**config.mk**
```make
export PLATFORM = sky130hd
export DESIGN_NAME = lsu_pack
export DESIGN_NICKNAME = d
export VERILOG_FILES = /design/src/rtl/lsu_pack.sv
export SDC_FILE = /design/constraint.sdc
export NUM_CORES = 1
export LEC_CHECK = 0
export BUFFER_PORTS_ARGS = -buffer_cell sky130_fd_sc_hd__buf_4
export CAP_MARGIN = 20
export CELL_PAD_IN_SITES_DETAIL_PLACEMENT = 0
export CELL_PAD_IN_SITES_GLOBAL_PLACEMENT = 1
export CORE_ASPECT_RATIO = 0.6
export CORE_MARGIN = 2
export CORE_UTILIZATION = 30
export CTS_BUF_LIST = sky130_fd_sc_hd__clkbuf_16
export CTS_CLUSTER_SIZE = 40
export DETAILED_ROUTE_END_ITERATION = 10
export GPL_ROUTABILITY_DRIVEN = 1
export PLACE_DENSITY = 0.73
export SYNTH_ARGS = -nofsm -noshare
export SYNTH_HDL_FRONTEND = slang
export SYNTH_SLANG_ARGS = --single-unit
```
**constraint.sdc**
```tcl
create_clock -name clk_i -period 2.8 [get_ports clk_i]
set_input_delay 0.28 -clock clk_i [delete_from_list [all_inputs] [get_ports clk_i]]
set_output_delay 0.28 -clock clk_i [all_outputs]
set_load 0.01 [all_outputs]
```
**src/rtl/lsu_pack.sv**
```systemverilog
// lsu_pack: load/store narrowing unit between the MEM stage and a word-wide bus.
// Stores are packed into byte/halfword lanes with byte enables; loads have the
// addressed lane extracted and sign/zero-extended. A req/ack bus handshake with
// wait states, alignment checking and an optional bus timeout is provided.
module lsu_pack #(
    parameter int unsigned TIMEOUT = 255
) (
    input  logic        clk_i,
    input  logic        reset_ni,
    // pipeline request side
    input  logic        req_valid_i,
    output logic        req_ready_o,
    input  logic        req_we_i,
    input  logic [1:0]  req_size_i,
    input  logic        req_sign_i,
    input  logic [31:0] req_addr_i,
    input  logic [31:0] req_wdata_i,
    // pipeline response side
    output logic        resp_valid_o,
    output logic        resp_err_o,
    output logic [31:0] resp_rdata_o,
    // word-wide data bus
    output logic        bus_req_o,
    output logic        bus_we_o,
    output logic [31:0] bus_addr_o,
    output logic [3:0]  bus_byteen_o,
    output logic [31:0] bus_wdata_o,
    input  logic        bus_ack_i,
    input  logic [31:0] bus_rdata_i
);

    localparam logic [1:0] SZ_BYTE = 2'b00;
    localparam logic [1:0] SZ_HALF = 2'b01;
    localparam logic [1:0] SZ_WORD = 2'b10;

    // Wait counter just wide enough to hold TIMEOUT; it stops at all-ones.
    localparam int unsigned CNT_W = (TIMEOUT < 2) ? 1 : $clog2(TIMEOUT + 1);
    // Counter value seen on the last waiting edge before giving up.
    localparam logic [CNT_W-1:0] TO_LAST = CNT_W'(TIMEOUT - 1);
    localparam bit TO_EN = (TIMEOUT != 0);

    typedef enum logic [1:0] {
        IDLE,
        BUS,
        RESP
    } state_e;

    state_e             state_q;
    logic [CNT_W-1:0]   cnt_q;
    logic [1:0]         size_q;
    logic               sign_q;
    logic [1:0]         off_q;
    logic               resp_valid_q;
    logic               resp_err_q;
    logic [31:0]        resp_rdata_q;
    logic               bus_req_q;
    logic               bus_we_q;
    logic [31:0]        bus_addr_q;
    logic [3:0]         bus_byteen_q;
    logic [31:0]        bus_wdata_q;

    // Request decode: lane enables, replicated store data, alignment error.
    logic               req_bad;
    logic [3:0]         lane_en;
    logic [31:0]        pack_wdata;

    // Load path: lane picked from the returned word, then extended.
    logic [7:0]         ld_byte;
    logic [15:0]        ld_half;
    logic [31:0]        ld_data;

    logic               accept;
    logic               timed_out;

    assign accept    = req_valid_i && (state_q == IDLE);
    assign timed_out = TO_EN && (cnt_q == TO_LAST);

    // Decode the incoming request into bus lanes and an alignment verdict.
    always_comb begin
        // NOTE: every signal gets a default first so no path leaves it unassigned and no latch is inferred.
        req_bad    = 1'b0;
        lane_en    = 4'b0000;
        pack_wdata = 32'h0;
        case (req_size_i)
            SZ_BYTE: begin
                lane_en    = 4'b0001 << req_addr_i[1:0];
                pack_wdata = {4{req_wdata_i[7:0]}};
            end
            SZ_HALF: begin
                lane_en    = req_addr_i[1] ? 4'b1100 : 4'b0011;
                pack_wdata = {2{req_wdata_i[15:0]}};
                req_bad    = req_addr_i[0];
            end
            SZ_WORD: begin
                lane_en    = 4'b1111;
                pack_wdata = req_wdata_i;
                req_bad    = |req_addr_i[1:0];
            end
            default: begin
                req_bad    = 1'b1;
            end
        endcase
    end

    // Select the addressed lane of the read word and extend it to 32 bits.
    always_comb begin
        ld_byte = bus_rdata_i[7:0];
        case (off_q)
            2'd1:    ld_byte = bus_rdata_i[15:8];
            2'd2:    ld_byte = bus_rdata_i[23:16];
            2'd3:    ld_byte = bus_rdata_i[31:24];
            default: ld_byte = bus_rdata_i[7:0];
        endcase
        ld_half = off_q[1] ? bus_rdata_i[31:16] : bus_rdata_i[15:0];
        case (size_q)
            SZ_BYTE: ld_data = {{24{sign_q & ld_byte[7]}}, ld_byte};
            SZ_HALF: ld_data = {{16{sign_q & ld_half[15]}}, ld_half};
            default: ld_data = bus_rdata_i;
        endcase
    end

    // Transaction FSM with all outputs registered alongside the state.
    always_ff @(posedge clk_i or negedge reset_ni) begin
        if (!reset_ni) begin
            state_q      <= IDLE;
            cnt_q        <= '0;
            size_q       <= SZ_BYTE;
            sign_q       <= 1'b0;
            off_q        <= 2'b00;
            resp_valid_q <= 1'b0;
            resp_err_q   <= 1'b0;
            resp_rdata_q <= 32'h0;
            bus_req_q    <= 1'b0;
            bus_we_q     <= 1'b0;
            bus_addr_q   <= 32'h0;
            bus_byteen_q <= 4'b0000;
            bus_wdata_q  <= 32'h0;
        end else begin
            // NOTE: non-blocking assignments keep every register updating from pre-edge values.
            case (state_q)
                IDLE: begin
                    if (accept) begin
                        size_q <= req_size_i;
                        sign_q <= req_sign_i;
                        off_q  <= req_addr_i[1:0];
                        if (req_bad) begin
                            // Rejected before touching the bus.
                            state_q      <= RESP;
                            resp_valid_q <= 1'b1;
                            resp_err_q   <= 1'b1;
                            resp_rdata_q <= 32'h0;
                        end else begin
                            state_q      <= BUS;
                            cnt_q        <= '0;
                            bus_req_q    <= 1'b1;
                            bus_we_q     <= req_we_i;
                            bus_addr_q   <= {req_addr_i[31:2], 2'b00};
                            bus_byteen_q <= lane_en;
                            bus_wdata_q  <= req_we_i ? pack_wdata : 32'h0;
                        end
                    end
                end
                BUS: begin
                    if (bus_ack_i) begin
                        // Ack beats a timeout on the same edge.
                        state_q      <= RESP;
                        bus_req_q    <= 1'b0;
                        resp_valid_q <= 1'b1;
                        resp_err_q   <= 1'b0;
                        resp_rdata_q <= bus_we_q ? 32'h0 : ld_data;
                    end else if (timed_out) begin
                        state_q      <= RESP;
                        bus_req_q    <= 1'b0;
                        resp_valid_q <= 1'b1;
                        resp_err_q   <= 1'b1;
                        resp_rdata_q <= 32'h0;
                    end else if (cnt_q != '1) begin
                        cnt_q <= cnt_q + 1'b1;
                    end
                end
                RESP: begin
                    state_q      <= IDLE;
                    resp_valid_q <= 1'b0;
                end
                default: begin
                    state_q      <= IDLE;
                    resp_valid_q <= 1'b0;
                    bus_req_q    <= 1'b0;
                end
            endcase
        end
    end

    assign req_ready_o  = (state_q == IDLE);
    assign resp_valid_o = resp_valid_q;
    assign resp_err_o   = resp_err_q;
    assign resp_rdata_o = resp_rdata_q;
    assign bus_req_o    = bus_req_q;
    assign bus_we_o     = bus_we_q;
    assign bus_addr_o   = bus_addr_q;
    assign bus_byteen_o = bus_byteen_q;
    assign bus_wdata_o  = bus_wdata_q;

endmodule

```
**Word level (Yosys, flattened, before mapping)**

Cells that the tools add are included.

- $add $sub $neg: 1
- Equal/unequal tests: 17
- Shift-type cells: 1
- Muxes and demuxes: 37
- Bitwise gates (word level): 4
- Reductions and logical operators: 13

Operators by type and width:

| operator | number |
|---|---|
| 32-bit 2-to-1 mux | 6 |
| 32-bit one-hot mux with 2 select lines | 2 |
| 32-bit one-hot mux with 3 select lines | 1 |
| 8-bit 2-to-1 mux | 5 |
| 8-bit one-hot mux with 3 select lines | 1 |
| 16-bit 2-to-1 mux | 1 |
| 8-bit one-hot mux with 2 select lines | 1 |
| 4-bit one-hot mux with 3 select lines | 1 |
| 1-bit 2-to-1 mux | 9 |
| 8-bit by 1-bit adder with 8-bit output (second input constant) | 1 |
| 2-bit by 1-bit == test with 1-bit output (second input constant) | 4 |
| 2-bit == test (second input constant) | 4 |
| 8-bit == test (second input constant) | 1 |
| 2-bit 2-to-1 mux | 4 |
| 2-bit != test (second input constant) | 4 |
| 8-bit != test (second input constant) | 1 |
| 4-bit AND reduction | 2 |
| 2-bit logical NOT | 3 |
| 1-bit one-hot mux with 3 select lines | 2 |
| 3-bit AND reduction | 2 |
| 6-bit AND reduction | 1 |
| 4-bit 2-to-1 mux | 1 |
| 2-bit by 1-bit != test with 1-bit output (second input constant) | 2 |
| 1-bit one-hot mux with 2 select lines | 2 |
| other kinds (9) | 12 |

- Register bits: 117
- Input bits: 104
- Output and inout bits: 105
- Logic and storage cells: 86

**Longest topological paths before layout**

- Depth in word-level cells: 7
- Mapped depth: 8
- Depth with buffers taken out: 6

**Worst setup path after synthesis**

OpenSTA, ideal clock, no wires.

- Kind: register to register
- From: reg cnt_q[0]
- To: reg resp_rdata_q[28], in the netlist resp_rdata_o[28]
- Library setup time: 0.126 ns
- Data arrival time: 1.635 ns
- Required time: 2.674 ns
- Setup slack: 1.039 ns
- Stages on the path, launching flop included: 8
- Path buffers: 1
- Period minus slack after synthesis: 1.761 ns
- Cells stage by stage: dfrtp_1 -> inv_1 -> ha_1 -> nand4_1 -> o21ai_0 -> o21bai_1 -> clkbuf_1 -> a221o_1

- Longest elaborated chain between the ends: 3

Ends and longest elaborated chain:

| element | RTL line | RTL |
|---|---|---|
| from (decl) | 49 | `logic [CNT_W-1:0] cnt_q;` |
| from (signal assigned) | 178 | `cnt_q <= cnt_q + 1'b1;` |
| 8-bit == test | 76 | `assign timed_out = TO_EN && (cnt_q == TO_LAST);` |
| 3-bit != test (no line) | n/a |  |
| 4-bit AND reduction (no line) | n/a |  |
| to (signal assigned) | 170 | `resp_rdata_q <= bus_we_q ? 32'h0 : ld_data;` |
| to (decl) | 55 | `logic [31:0] resp_rdata_q;` |

No other way between the ends.
A chain may end at the register's enable or synchronous reset.

**Worst setup path in the final report**

- From: reg state_q[1]
- To: reg resp_rdata_q[28], in the netlist resp_rdata_o[28]

- Longest elaborated chain between the ends: 4
- Elaborated cells on any way between the ends: 9
- Classes of those cells: eq/ne: 4; mux: 1; reduce/logical: 4

Ends and longest elaborated chain:

| element | RTL line | RTL |
|---|---|---|
| from (decl) | 48 | `state_e state_q;` |
| from (signal assigned) | 125 | `state_q <= IDLE;` |
| from (signal assigned) | 148 | `state_q <= RESP;` |
| from (signal assigned) | 153 | `state_q <= BUS;` |
| 2-bit logical NOT | 75, 140 |  |
| 1-bit logical AND | 75 | `assign accept = req_valid_i && (state_q == IDLE);` |
| 2-bit by 1-bit != test with 1-bit output (no line) | n/a |  |
| 4-bit AND reduction (no line) | n/a |  |

Several ways; a longest one is shown, not always the timed one.

==> impl_summary.txt <==
----------------------------------------------------
[STA]
  Setup-violating endpoint count in the final report ... 0
  Setup_tns ... 0 ps
  Setup repair after global routing missed its margin ... no
  Time the worst path needs with I/O delays and setup ... 2160 ps
  Max Freq ... 463 MHz
  Headroom to the max-slew limit ... 0.518
  Ratio of final minimum period to clock period ... 0.772
  Worst Tran Pin Value ... 722 ps
  Post-route setup slack ... 638 ps
  Hold violation count in the final report ... 0
  Hold_ws ... 46.1 ps
  Worst-case clock skew ... 11.0 ps
  Slew Viols, Final ... 0

[Critical path]
  Internal reg-to-reg setup slack ... 640 ps
  Data arrival time of the worst path ... 2500 ps
  Endpoint of the worst setup timing path ... resp_rdata_o[28]
  Endpoint of the worst register-to-register path ... resp_rdata_o[28]
  Type of origin of the critical path ... flip-flop
  Worst Setup End Kind ... flip-flop
  Launching instance or port of the critical path ... state_q[1]
  Data required time at the worst endpoint ... 3140 ps
  Critical path start-end classification ... reg -> reg
  Critical Path Fanout Max ... 16
  R2r startpoint ... state_q[1]
  Register-to-Register Path Depth ... 4

[Route]
  Count of antenna-violating nets left after detailed routing ... 0
  DRC violation total after the first TritonRoute iteration ... 518
  Via density ... 4.82
  Post-Route WL ... 18,500 µm
  Routed wire per std cell ... 17.1 µm
  First-pass DRT Iterations ... 5
  Overall via count from detail_route ... 5,236
  Remaining routing DRC violations ... 0

[Finish]
  Most frequent cells in the layout ... sky130_fd_sc_hd__buf_4, sky130_fd_sc_hd__nand2_1, sky130_fd_sc_hd__dfrtp_1, sky130_fd_sc_hd__nand3_1, sky130_fd_sc_hd__inv_1
  Fraction of final layout cells with drive strength greater than 1 ... 0.341
  Number of nets in the layout ... 914
  Final core occ ... 0.431
  Synthesis-to-finish area growth ... 40.1%
  Total of fill cells in the finished design ... 1,913
  Count of inserted antenna diode cells ... 0
  Fin area ... 8250 µm²
  Most common cell after layout, fill and taps aside ... sky130_fd_sc_hd__buf_4
  Footprint of the multi-input gates ... 2610 µm²
  Register area ... 2930 µm²

[Synth]
  Number of warnings reported in the yosys synthesis log ... 0
  Syn Area/Cell ... 9.54 µm²
  Number of instances in the synthesized netlist ... 617
  Primary FF master, synth ... sky130_fd_sc_hd__dfrtp_1
  Count of distinct cell types in the synthesized netlist ... 51
  Seq/Total Area, Yosys ... 0.497
  EDFF count, synth ... 0
  Post-synthesis instance area ... 5890 µm²
  Number of register bits inferred by synthesis ... 117
  Proportion of register bits with asynchronous set or reset after synthesis ... 1.00

[Clock tree]
  Root buf cell ... sky130_fd_sc_hd__clkbuf_16
  CTS Buffer Depth ... 2
  CTS Buf Count ... 17
  Clock latency reported for the late side of the worst-skew pair ... 420 ps
  Clock tree from TritonCTS ... done
  # clock sinks ... 117
  Number of setup buffers added after CTS ... 0
  Number of levels in the clock H-tree ... 4
  Clock transition time at the flip-flop clock pins of the worst setup and hold paths ... 60 ps

[Outcome]
  Result of the run ... complete, no violations

[Floorplan]
  Row Count ... 39
  Total Die Area ... 20,800 µm²
  Die width ... 185 µm
  Die extent in y ... 112 µm
  Number of top-level pins ... 209
  Total core area ... 19,100 µm²
  Initial Util ... 0.308

[Global routing]
  Total grt overflow ... 0
  Number of antenna violations at the first check in global routing ... 0
  Global-route wire length before repair ... 29,000 µm
  Vias in the first global route ... 5,037
  Total global-route track usage ... 0.182
  Pin count of the biggest net entering global routing ... 52

[Place]
  Half-perimeter wire length after detailed placement ... 13,600 µm
  GP Congestion ... 0.829
  Dpl ws ... 687 ps
  Total placed instance area ... 7650 µm²
  Port Buf Inserts ... 206

[Power and ir drop]
  Cell area power density ... 824 nW/µm²
  Standby leakage power ... 4.18 nW
  Max rail drop VDD ... 0.356 mV

[Run]
  Max-capacitance violation count ... 0

[Worst hold path]
  Tightest Hold Check Type ... in -> reg

----------------------------------------------------
## per-layer routing
| layer | up-vias | GRT usage | wire length, µm |
|---|---|---|---|
| li1 | 2537 | - | - |
| met1 | 2497 | 0.272 | 8860 |
| met2 | 186 | 0.232 | 7620 |
| met3 | 16 | 0.0824 | 1860 |
| met4 | 0 | 0.0481 | 192 |
| met5 | - | 0 | 0 |
## synthesized netlist by cell type (all sizes together), types with 7 or more instances
| cell type | n | area (µm²) |
|---|---|---|
| nand3 | 27 | 135 |
| mux4 | 8 | 180 |
| nand2b | 11 | 76.3 |
| clkbuf | 18 | 68.8 |
| mux2 | 10 | 113 |
| a221o | 24 | 240 |
| a21oi | 16 | 91.3 |
| inv | 24 | 90.1 |
| o2bb2ai | 22 | 193 |
| dfrtp | 117 | 2930 |
| buf | 34 | 208 |
| mux2i | 7 | 70.1 |
| o22ai | 9 | 56.3 |
| nor2 | 8 | 32.5 |
| nor3 | 10 | 50.1 |
| nand2 | 181 | 682 |
| o21ai | 22 | 110 |
| a221oi | 8 | 70.1 |
| a21o | 10 | 75.1 |
| nor2b | 10 | 62.6 |
## per-stage QoR
| stage | power [mW] | cells |
|---|---|---|
| CTS | 6.87 | 1087 |
| detailed placement | 4.69 | 1054 |
| floorplan | 3.55 | 618 |
| global route | 7.20 | 1087 |
| global placement | 4.68 | 1054 |
| finish | 6.79 | 1087 |
## worst max-delay path, stage by stage, from the launching register on
cell and delay (ps):
sky130_fd_sc_hd__dfrtp_1 470, sky130_fd_sc_hd__nand2b_4 190, sky130_fd_sc_hd__or3_1 520, sky130_fd_sc_hd__nor2_2 640, sky130_fd_sc_hd__a221o_1 270
## sequential cells by signal, indices dropped and copies added (netlist names)
signal        count
resp_rdata_o     32
resp_valid_o      1
sign_q            1
resp_err_o        1
bus_req_o         1
size_q            2
bus_wdata_o      32
bus_we_o          1
bus_byteen_o      4
state_q           2
cnt_q             8
bus_addr_o       30
off_q             2
## kinds of logic after synthesis
logic type,synth area share
buffers and inverters,0.0623
AO/OA/AOI/OAI,0.172
AND/OR/NAND/NOR,0.200
flip-flops,0.497
adder cells (fa/ha/maj),0.00425
other,0.000637
XOR/XNOR,0.00149
multiplexers,0.0616
## worst min path at each step
stage | endpoint | from | cells past startpoint
floorplan | bus_addr_o[10] | reset_ni | 0
global placement | cnt_q[2] | reset_ni | 1
detailed placement | bus_wdata_o[19] | reset_ni | 1
CTS | bus_addr_o[6] | req_addr_i[6] | 3
global route | bus_addr_o[12] | req_addr_i[12] | 3
finish | bus_addr_o[6] | req_addr_i[6] | 3
## power breakdown
group | switching (mW) | total, mW | internal, mW
clock network | 0.830 | 2.14 | 1.31
registers | 0.349 | 2.49 | 2.14
logic | 1.08 | 2.15 | 1.07
## area by class of cell
| type | count | share of cell area |
|---|---|---|
| Multi-Input combinational cell | 425 | 0.316 |
| Clock buffer | 17 | 0.0516 |
| Sequential cell | 117 | 0.355 |
| Tap cell | 266 | 0.0404 |
| Timing Repair Buffer | 223 | 0.206 |
| Clock inverter | 15 | 0.0193 |
| Inverter | 24 | 0.0109 |
## what timing repair did
| action | in CTS | in global routing |
|---|---|---|
| endpoints found under the hold margin | 48 | 0 |
| resized for setup | 0 | 0 |
| hold buffers | 1 | 0 |
(Power assumes the default switching activity.)
